## config.mk

```make
export PLATFORM = sky130hd
export DESIGN_NAME = uart_tx_console
export DESIGN_NICKNAME = d
export VERILOG_FILES = /design/src/rtl/uart_tx_console.sv
export SDC_FILE = /design/constraint.sdc
export NUM_CORES = 1
export LEC_CHECK = 0
export CAP_MARGIN = 20
export CELL_PAD_IN_SITES_DETAIL_PLACEMENT = 0
export CELL_PAD_IN_SITES_GLOBAL_PLACEMENT = 1
export CORE_ASPECT_RATIO = 0.75
export CORE_UTILIZATION = 50
export DETAILED_ROUTE_END_ITERATION = 12
export HOLD_SLACK_MARGIN = 0.12
export PLACE_DENSITY = 0.83
export SYNTH_ARGS = -nofsm -noshare
export SYNTH_HDL_FRONTEND = slang
export SYNTH_SLANG_ARGS = --single-unit
```

## constraint.sdc

```tcl
create_clock -name i_clk -period 3.1 [get_ports i_clk]
set_clock_uncertainty 0.15 [all_clocks]
set_input_delay 0.62 -clock i_clk [delete_from_list [all_inputs] [get_ports i_clk]]
set_output_delay 0.62 -clock i_clk [all_outputs]
set_load 0.05 [all_outputs]
```

## src/rtl/uart_tx_console.sv

```systemverilog
// Console character transmitter: buffers bytes stored by the core in a small
// FIFO and shifts them out as 8N1 UART frames on o_tx (idle high, LSB first).
module uart_tx_console #(
  parameter int CLK_DIV    = 434,
  parameter int FIFO_DEPTH = 8
) (
  input  logic                          i_clk,
  input  logic                          i_reset,
  input  logic                          i_wr_en,
  input  logic [7:0]                    i_wr_data,
  input  logic                          i_ovf_clr,
  output logic                          o_tx,
  output logic                          o_busy,
  output logic                          o_full,
  output logic                          o_empty,
  output logic [$clog2(FIFO_DEPTH):0]   o_fifo_cnt,
  output logic                          o_ovf
);

  localparam int AW = $clog2(FIFO_DEPTH);
  localparam int CW = AW + 1;
  localparam int BW = $clog2(CLK_DIV);
  localparam logic [BW-1:0] BAUD_RELOAD = BW'(CLK_DIV - 1);
  localparam logic [CW-1:0] CNT_FULL    = CW'(FIFO_DEPTH);

  typedef enum logic [1:0] {
    ST_IDLE  = 2'd0,
    ST_START = 2'd1,
    ST_DATA  = 2'd2,
    ST_STOP  = 2'd3
  } state_t;

  // FSM and serializer state
  state_t          state_q, state_d;
  logic [BW-1:0]   baud_q, baud_d;
  logic [2:0]      bit_idx_q, bit_idx_d;
  logic [7:0]      shreg_q, shreg_d;
  logic            tx_q, tx_d;
  logic            busy_q, busy_d;

  // FIFO state
  logic [7:0]      mem_q [FIFO_DEPTH];
  logic [AW-1:0]   wr_ptr_q, wr_ptr_d;
  logic [AW-1:0]   rd_ptr_q, rd_ptr_d;
  logic [CW-1:0]   count_q, count_d;
  logic            full_q, full_d;
  logic            empty_q, empty_d;
  logic            ovf_q, ovf_d;

  logic            push;
  logic            drop;
  logic            pop;
  logic            bit_end;
  logic [7:0]      head;

  assign head    = mem_q[rd_ptr_q];
  assign bit_end = (baud_q == '0);

  // Frame sequencer: pops the FIFO head on frame entry, times each bit with the baud counter
  always_comb begin
    state_d   = state_q;
    baud_d    = baud_q;
    bit_idx_d = bit_idx_q;
    shreg_d   = shreg_q;
    tx_d      = tx_q;
    busy_d    = busy_q;
    pop       = 1'b0;

    unique case (state_q)
      ST_IDLE: begin
        tx_d   = 1'b1;
        busy_d = 1'b0;
        baud_d = '0;
        if (!empty_q) begin
          pop     = 1'b1;
          shreg_d = head;
          state_d = ST_START;
          tx_d    = 1'b0;
          busy_d  = 1'b1;
          baud_d  = BAUD_RELOAD;
        end
      end

      ST_START: begin
        if (bit_end) begin
          state_d   = ST_DATA;
          bit_idx_d = 3'd0;
          tx_d      = shreg_q[0];
          baud_d    = BAUD_RELOAD;
        end else begin
          baud_d = baud_q - BW'(1);
        end
      end

      ST_DATA: begin
        if (bit_end) begin
          shreg_d = {1'b0, shreg_q[7:1]};
          baud_d  = BAUD_RELOAD;
          if (bit_idx_q == 3'd7) begin
            state_d = ST_STOP;
            tx_d    = 1'b1;
          end else begin
            bit_idx_d = bit_idx_q + 3'd1;
            tx_d      = shreg_q[1];
          end
        end else begin
          baud_d = baud_q - BW'(1);
        end
      end

      ST_STOP: begin
        if (bit_end) begin
          if (!empty_q) begin
            // Back-to-back frame: the next start bit follows the stop bit directly
            pop     = 1'b1;
            shreg_d = head;
            state_d = ST_START;
            tx_d    = 1'b0;
            busy_d  = 1'b1;
            baud_d  = BAUD_RELOAD;
          end else begin
            state_d = ST_IDLE;
            tx_d    = 1'b1;
            busy_d  = 1'b0;
            baud_d  = '0;
          end
        end else begin
          baud_d = baud_q - BW'(1);
        end
      end

      default: begin
        state_d = ST_IDLE;
        tx_d    = 1'b1;
        busy_d  = 1'b0;
        baud_d  = '0;
      end
    endcase
  end

  // FIFO bookkeeping: a write is judged against the registered full flag, so a
  // write in a full cycle is dropped even when the sequencer pops in that cycle
  always_comb begin
    push     = i_wr_en && !full_q;
    drop     = i_wr_en && full_q;
    wr_ptr_d = push ? wr_ptr_q + AW'(1) : wr_ptr_q;
    rd_ptr_d = pop  ? rd_ptr_q + AW'(1) : rd_ptr_q;
    count_d  = count_q + CW'(push) - CW'(pop);
    full_d   = (count_d == CNT_FULL);
    empty_d  = (count_d == '0);
    ovf_d    = ovf_q;
    if (i_ovf_clr) begin
      ovf_d = 1'b0;
    end
    if (drop) begin
      ovf_d = 1'b1;
    end
  end

  // Control state register with synchronous reset; aborts any frame in flight
  always_ff @(posedge i_clk) begin
    if (i_reset) begin
      state_q   <= ST_IDLE;
      baud_q    <= '0;
      bit_idx_q <= '0;
      tx_q      <= 1'b1;
      busy_q    <= 1'b0;
      wr_ptr_q  <= '0;
      rd_ptr_q  <= '0;
      count_q   <= '0;
      full_q    <= 1'b0;
      empty_q   <= 1'b1;
      ovf_q     <= 1'b0;
    end else begin
      state_q   <= state_d;
      baud_q    <= baud_d;
      bit_idx_q <= bit_idx_d;
      tx_q      <= tx_d;
      busy_q    <= busy_d;
      wr_ptr_q  <= wr_ptr_d;
      rd_ptr_q  <= rd_ptr_d;
      count_q   <= count_d;
      full_q    <= full_d;
      empty_q   <= empty_d;
      ovf_q     <= ovf_d;
    end
  end

  // Data storage: shift register and FIFO array carry no reset; validity is tracked by control
  always_ff @(posedge i_clk) begin
    shreg_q <= shreg_d;
    if (push && !i_reset) begin
      mem_q[wr_ptr_q] <= i_wr_data;
    end
  end

  assign o_tx       = tx_q;
  assign o_busy     = busy_q;
  assign o_full     = full_q;
  assign o_empty    = empty_q;
  assign o_fifo_cnt = count_q;
  assign o_ovf      = ovf_q;

endmodule
```

==> results of run 1 <==
[logic make-up (layout without fill, tap and decap cells)]
family                   Yosys count  after routing  synth area share [%]
AO/OA/AOI/OAI                     50             50                  7.74
XOR/XNOR                          10             10                  1.95
adder cells (fa/ha/maj)           15             15                  4.34
buffers and inverters             26             65                  2.23
flip-flops                       104            104                  62.4
multiplexers                      31             31                  11.5
AND/OR/NAND/NOR                   80             80                  9.91
[metrics by stage]
stage | hold WS (ns) | std cells
after floorplan | 0.286 | 316
after global placement | 0.296 | 447
after detailed placement | 0.303 | 447
after CTS | 0.314 | 463
after global routing | 0.351 | 463
final | 0.313 | 463
[worst reg2reg max path, stage by stage, from the launching register on]
cell	delay, ns
dfxtp_1	0.32
inv_1	0.10
ha_1	0.17
nor4b_4	0.30
a31oi_1	0.21
nor3_4	0.18
xnor2_1	0.15
ha_1	0.19
inv_1	0.06
fa_1	0.37
xor2_1	0.17
nand3b_1	0.11
inv_1	0.05
a21o_1	0.16
[power by group through the flow]
| stage | clock (mW) | combinational (mW) | sequential [mW] |
|---|---|---|---|
| 2_1_floorplan | 0 | 1.29 | 2.04 |
| 3_3_place_gp | 0 | 1.84 | 1.96 |
| 3_5_place_dp | 0 | 1.86 | 1.96 |
| 4_1_cts | 1.08 | 1.87 | 1.94 |
| 5_1_grt | 1.13 | 2.05 | 1.97 |
| 6_report | 1.06 | 1.88 | 1.93 |
[registers in the layout, summed over array words and instances, names as in the netlist, named ones only]
name        flops
o_fifo_cnt      4
o_ovf           1
state_q         2
o_empty         1
bit_idx_q       3
o_full          1
o_tx            1
wr_ptr_q        3
baud_q          9
shreg_q         8
o_busy          1
mem_q          64
rd_ptr_q        3
[layout by cell type, fill, tap and decap left out, types with 9 or more instances in the layout]
master,n
edfxtp_1,72
dfxtp_1,32
nor2_1,25
clkdlybuf4s50_1,20
nand2_1,19
mux4_2,16
buf_4,16
ha_1,14
inv_1,13
a21oi_1,13
o21ai_0,12
mux2i_1,11
clkbuf_16,9
[metal layers]
layer,global-route usage (%),up-vias,share of wire (%)
met3,5.01,5,4.9
li1,-,1265,-
met1,27.0,1272,50
met2,28.2,49,45
met5,0,-,0
met4,4.79,0,0.70
[layout make-up]
type                       count  area share, %
timing repair buffer          36           6.17
inverter                      13          0.940
clock buffer                   9           4.34
clock inverter                 7           1.09
tap                          108           2.60
sequential                   104           54.0
multi-input combinational    186           30.8
[what timing repair did]
action	in CTS	in global routing
hold buffers	0	0
buffers inserted	0	0
endpoints found under the setup margin	0	1
gates resized for setup	0	1
[worst max path at each step]
stage               from      end  slack (ns)  cells past startpoint
3_3_place_gp   baud_q[0]  o_empty        0.37                     13
5_1_grt        baud_q[0]  o_empty        0.11                     13
2_1_floorplan  baud_q[0]  o_empty        0.38                     13
3_5_place_dp   baud_q[0]  o_empty        0.24                     13
4_1_cts        baud_q[0]  o_empty        0.21                     13
6_report       baud_q[0]  o_empty        0.31                     13
==> flow_results.xml, run 1 <==
<?xml version="1.0" encoding="UTF-8"?>
<metrics>
  <group name="global_routing">
    <metric name="grt_first_pass_wirelength" unit="um">13000</metric>
    <metric name="antenna_found_initial" unit="">0</metric>
    <metric name="first_global_vias" unit="">2503</metric>
    <metric name="grt_usage" unit="%">18.7</metric>
    <metric name="grt_max_degree" unit="">22</metric>
    <metric name="grt-ovfl-total" unit="">0</metric>
  </group>
  <group name="floorplanning">
    <metric name="design.die.area" unit="um2">9380</metric>
    <metric name="initial_utilization" unit="%">52.3</metric>
    <metric name="die_h" unit="um">84.1</metric>
    <metric name="std_cell_rows" unit="">29</metric>
    <metric name="core_area" unit="um2">8600</metric>
    <metric name="design.portCount" unit="">21</metric>
    <metric name="die_x" unit="um">111</metric>
  </group>
  <group name="yosys">
    <metric name="synth_edf_count" unit="">72</metric>
    <metric name="synth-warning-count" unit="">0</metric>
    <metric name="synth_area" unit="um2">4490</metric>
    <metric name="synth_commonest_cells" unit="">edfxtp_1, dfxtp_1, nor2_1</metric>
    <metric name="synth_most_common_cell" unit="">edfxtp_1</metric>
    <metric name="postSynthCellCount" unit="">316</metric>
    <metric name="postSynth.topFlopCell" unit="">edfxtp_1</metric>
    <metric name="synth_area_leader_cell" unit="">edfxtp_1</metric>
    <metric name="fraction_of_synthesis_flops_using_an_asynchronous_set_or_reset_pin" unit="%">0</metric>
    <metric name="yosys.area.top_type_share" unit="%">48.1</metric>
    <metric name="post_synth_num_cell_types" unit="">52</metric>
    <metric name="yosysSeqAreaShare" unit="%">62.4</metric>
    <metric name="mappedNetlistNets" unit="">343</metric>
    <metric name="ys_seq_elements" unit="">104</metric>
    <metric name="netlist_top_cells_area" unit="">edfxtp_1, dfxtp_1, mux4_2</metric>
    <metric name="syn_area_per_cell" unit="um2">14.2</metric>
  </group>
  <group name="min_path">
    <metric name="worstHoldStart" unit="">bit_idx_q[2]</metric>
    <metric name="hold_class" unit="">reg2reg</metric>
    <metric name="holdPathStages" unit="">2</metric>
    <metric name="hold-path-endpoint" unit="">bit_idx_q[2]</metric>
  </group>
  <group name="timing">
    <metric name="setup-tns-final" unit="ns">0</metric>
    <metric name="tightestPinTransition" unit="ns">0.769</metric>
    <metric name="slew_headroom" unit="%">48.6</metric>
    <metric name="grt_setup_unrepaired" unit="">false</metric>
    <metric name="finalHoldViolations" unit="">0</metric>
    <metric name="min_period_over_period" unit="%">90.0</metric>
    <metric name="timing.final.setup_violations" unit="">0</metric>
    <metric name="final_critical_path_setup_slack" unit="ns">0.310</metric>
    <metric name="timing.fmax" unit="MHz">358</metric>
    <metric name="timing_max_transition_violations_final" unit="">0</metric>
    <metric name="timing.final.crit_period" unit="ns">2.79</metric>
  </group>
  <group name="routing">
    <metric name="first_iter_violations" unit="">142</metric>
    <metric name="drt_first_pass_iters" unit="">8</metric>
    <metric name="route.antenna.remaining_nets" unit="">0</metric>
    <metric name="number_of_design_rule_violations_left_after_detail_routing" unit="">2</metric>
    <metric name="vias_per_cell" unit="">5.60</metric>
    <metric name="wirelength" unit="um">8120</metric>
    <metric name="dr_total_vias" unit="">2591</metric>
    <metric name="drt-wirelength-per-cell" unit="um">17.5</metric>
  </group>
  <group name="power">
    <metric name="power_report.internal_total" unit="mW">3.12</metric>
    <metric name="seqPwrFrac" unit="%">39.7</metric>
    <metric name="clock_power_share" unit="%">21.7</metric>
    <metric name="switching_portion_of_total_power" unit="%">35.9</metric>
    <metric name="power.total" unit="mW">4.87</metric>
    <metric name="vdd_drop_max" unit="V">0.000447</metric>
    <metric name="power_per_cell_area" unit="nW/um2">939</metric>
    <metric name="power.share.combinational" unit="%">38.5</metric>
    <metric name="p_sw" unit="mW">1.75</metric>
    <metric name="total_leakage_power" unit="nW">1.80</metric>
  </group>
  <group name="worst_setup_path">
    <metric name="cp_cell_sequence" unit="">inv_1 -&gt; ha_1 -&gt; nor4b_4 -&gt; a31oi_1 -&gt; nor3_4 -&gt; xnor2_1 -&gt; ha_1 -&gt; inv_1 -&gt; fa_1 -&gt; xor2_1 -&gt; nand3b_1 -&gt; inv_1 -&gt; a21o_1</metric>
    <metric name="rrSetupSlack" unit="ns">0.31</metric>
    <metric name="worst_setup_path_start_kind" unit="">flop</metric>
    <metric name="rr_startpoint" unit="">baud_q[0]</metric>
    <metric name="crit_path_max_incr_delay" unit="ns">0.37</metric>
    <metric name="required" unit="ns">3.19</metric>
    <metric name="critical_path.max_fanout" unit="">4</metric>
    <metric name="r2r.worst_path.cells" unit="">13</metric>
    <metric name="path_class" unit="">reg2reg</metric>
    <metric name="sort_of_element_at_the_end_of_the_critical_path" unit="">flop</metric>
    <metric name="cp.arrival" unit="ns">2.88</metric>
    <metric name="regToRegEndpoint" unit="">o_empty</metric>
    <metric name="worst_path_max_delay_cell" unit="">fa_1</metric>
    <metric name="cp_top_family" unit="">adder cells</metric>
    <metric name="sum_of_buffers_and_inverters_on_the_critical_path" unit="">3</metric>
    <metric name="cell_type_with_the_highest_occurrence_count_on_the_critical_path" unit="">inv_1</metric>
  </group>
  <group name="cts">
    <metric name="clk_pin_slew" unit="ns">0.07</metric>
    <metric name="cts_buffers" unit="">9</metric>
    <metric name="cts_tree" unit="">done</metric>
    <metric name="clkLatencyLatePin" unit="ns">0.34</metric>
    <metric name="clk_root_buffer_cell" unit="">clkbuf_16</metric>
    <metric name="cts-htree-levels" unit="">3</metric>
    <metric name="tritoncts_sinks" unit="">104</metric>
    <metric name="cts_buffer_depth" unit="">2</metric>
  </group>
  <group name="placed_design">
    <metric name="buffer_ports.inserted" unit="">20</metric>
    <metric name="placed_area" unit="um2">4900</metric>
    <metric name="pre_cts_ws" unit="ns">0.244</metric>
    <metric name="globalplace.congestion" unit="">0.737</metric>
    <metric name="hpwl" unit="um">5620</metric>
  </group>
  <group name="layout">
    <metric name="finish.utilization" unit="%">60.3</metric>
    <metric name="fin_nets" unit="">377</metric>
    <metric name="post_route_cells_drive_above_1_share" unit="%">17.5</metric>
    <metric name="area_added_between_synthesis_and_finish" unit="%">15.5</metric>
    <metric name="design_area" unit="um2">5190</metric>
    <metric name="n_antenna_cell" unit="">0</metric>
    <metric name="multi_input_area" unit="um2">1600</metric>
    <metric name="final.fill_count" unit="">658</metric>
    <metric name="seq_area" unit="um2">2800</metric>
  </group>
  <group name="status">
    <metric name="violations" unit="">DRC</metric>
    <metric name="outcome" unit="">finished, violations left</metric>
  </group>
  <group name="run">
    <metric name="cap_violations" unit="">0</metric>
  </group>
</metrics>
Note: power is estimated with default switching activity, not from simulation.
==> run 2, diff against run 1 <==
--- a/config.mk
+++ b/config.mk
@@ -5,7 +5,6 @@
 export SDC_FILE = /design/constraint.sdc
 export NUM_CORES = 1
 export LEC_CHECK = 0
-export CAP_MARGIN = 20
 export CELL_PAD_IN_SITES_DETAIL_PLACEMENT = 0
 export CELL_PAD_IN_SITES_GLOBAL_PLACEMENT = 1
 export CORE_ASPECT_RATIO = 0.75
==> results of run 2 <==
Final layout, timing and power as in run 1 (identical DEF).
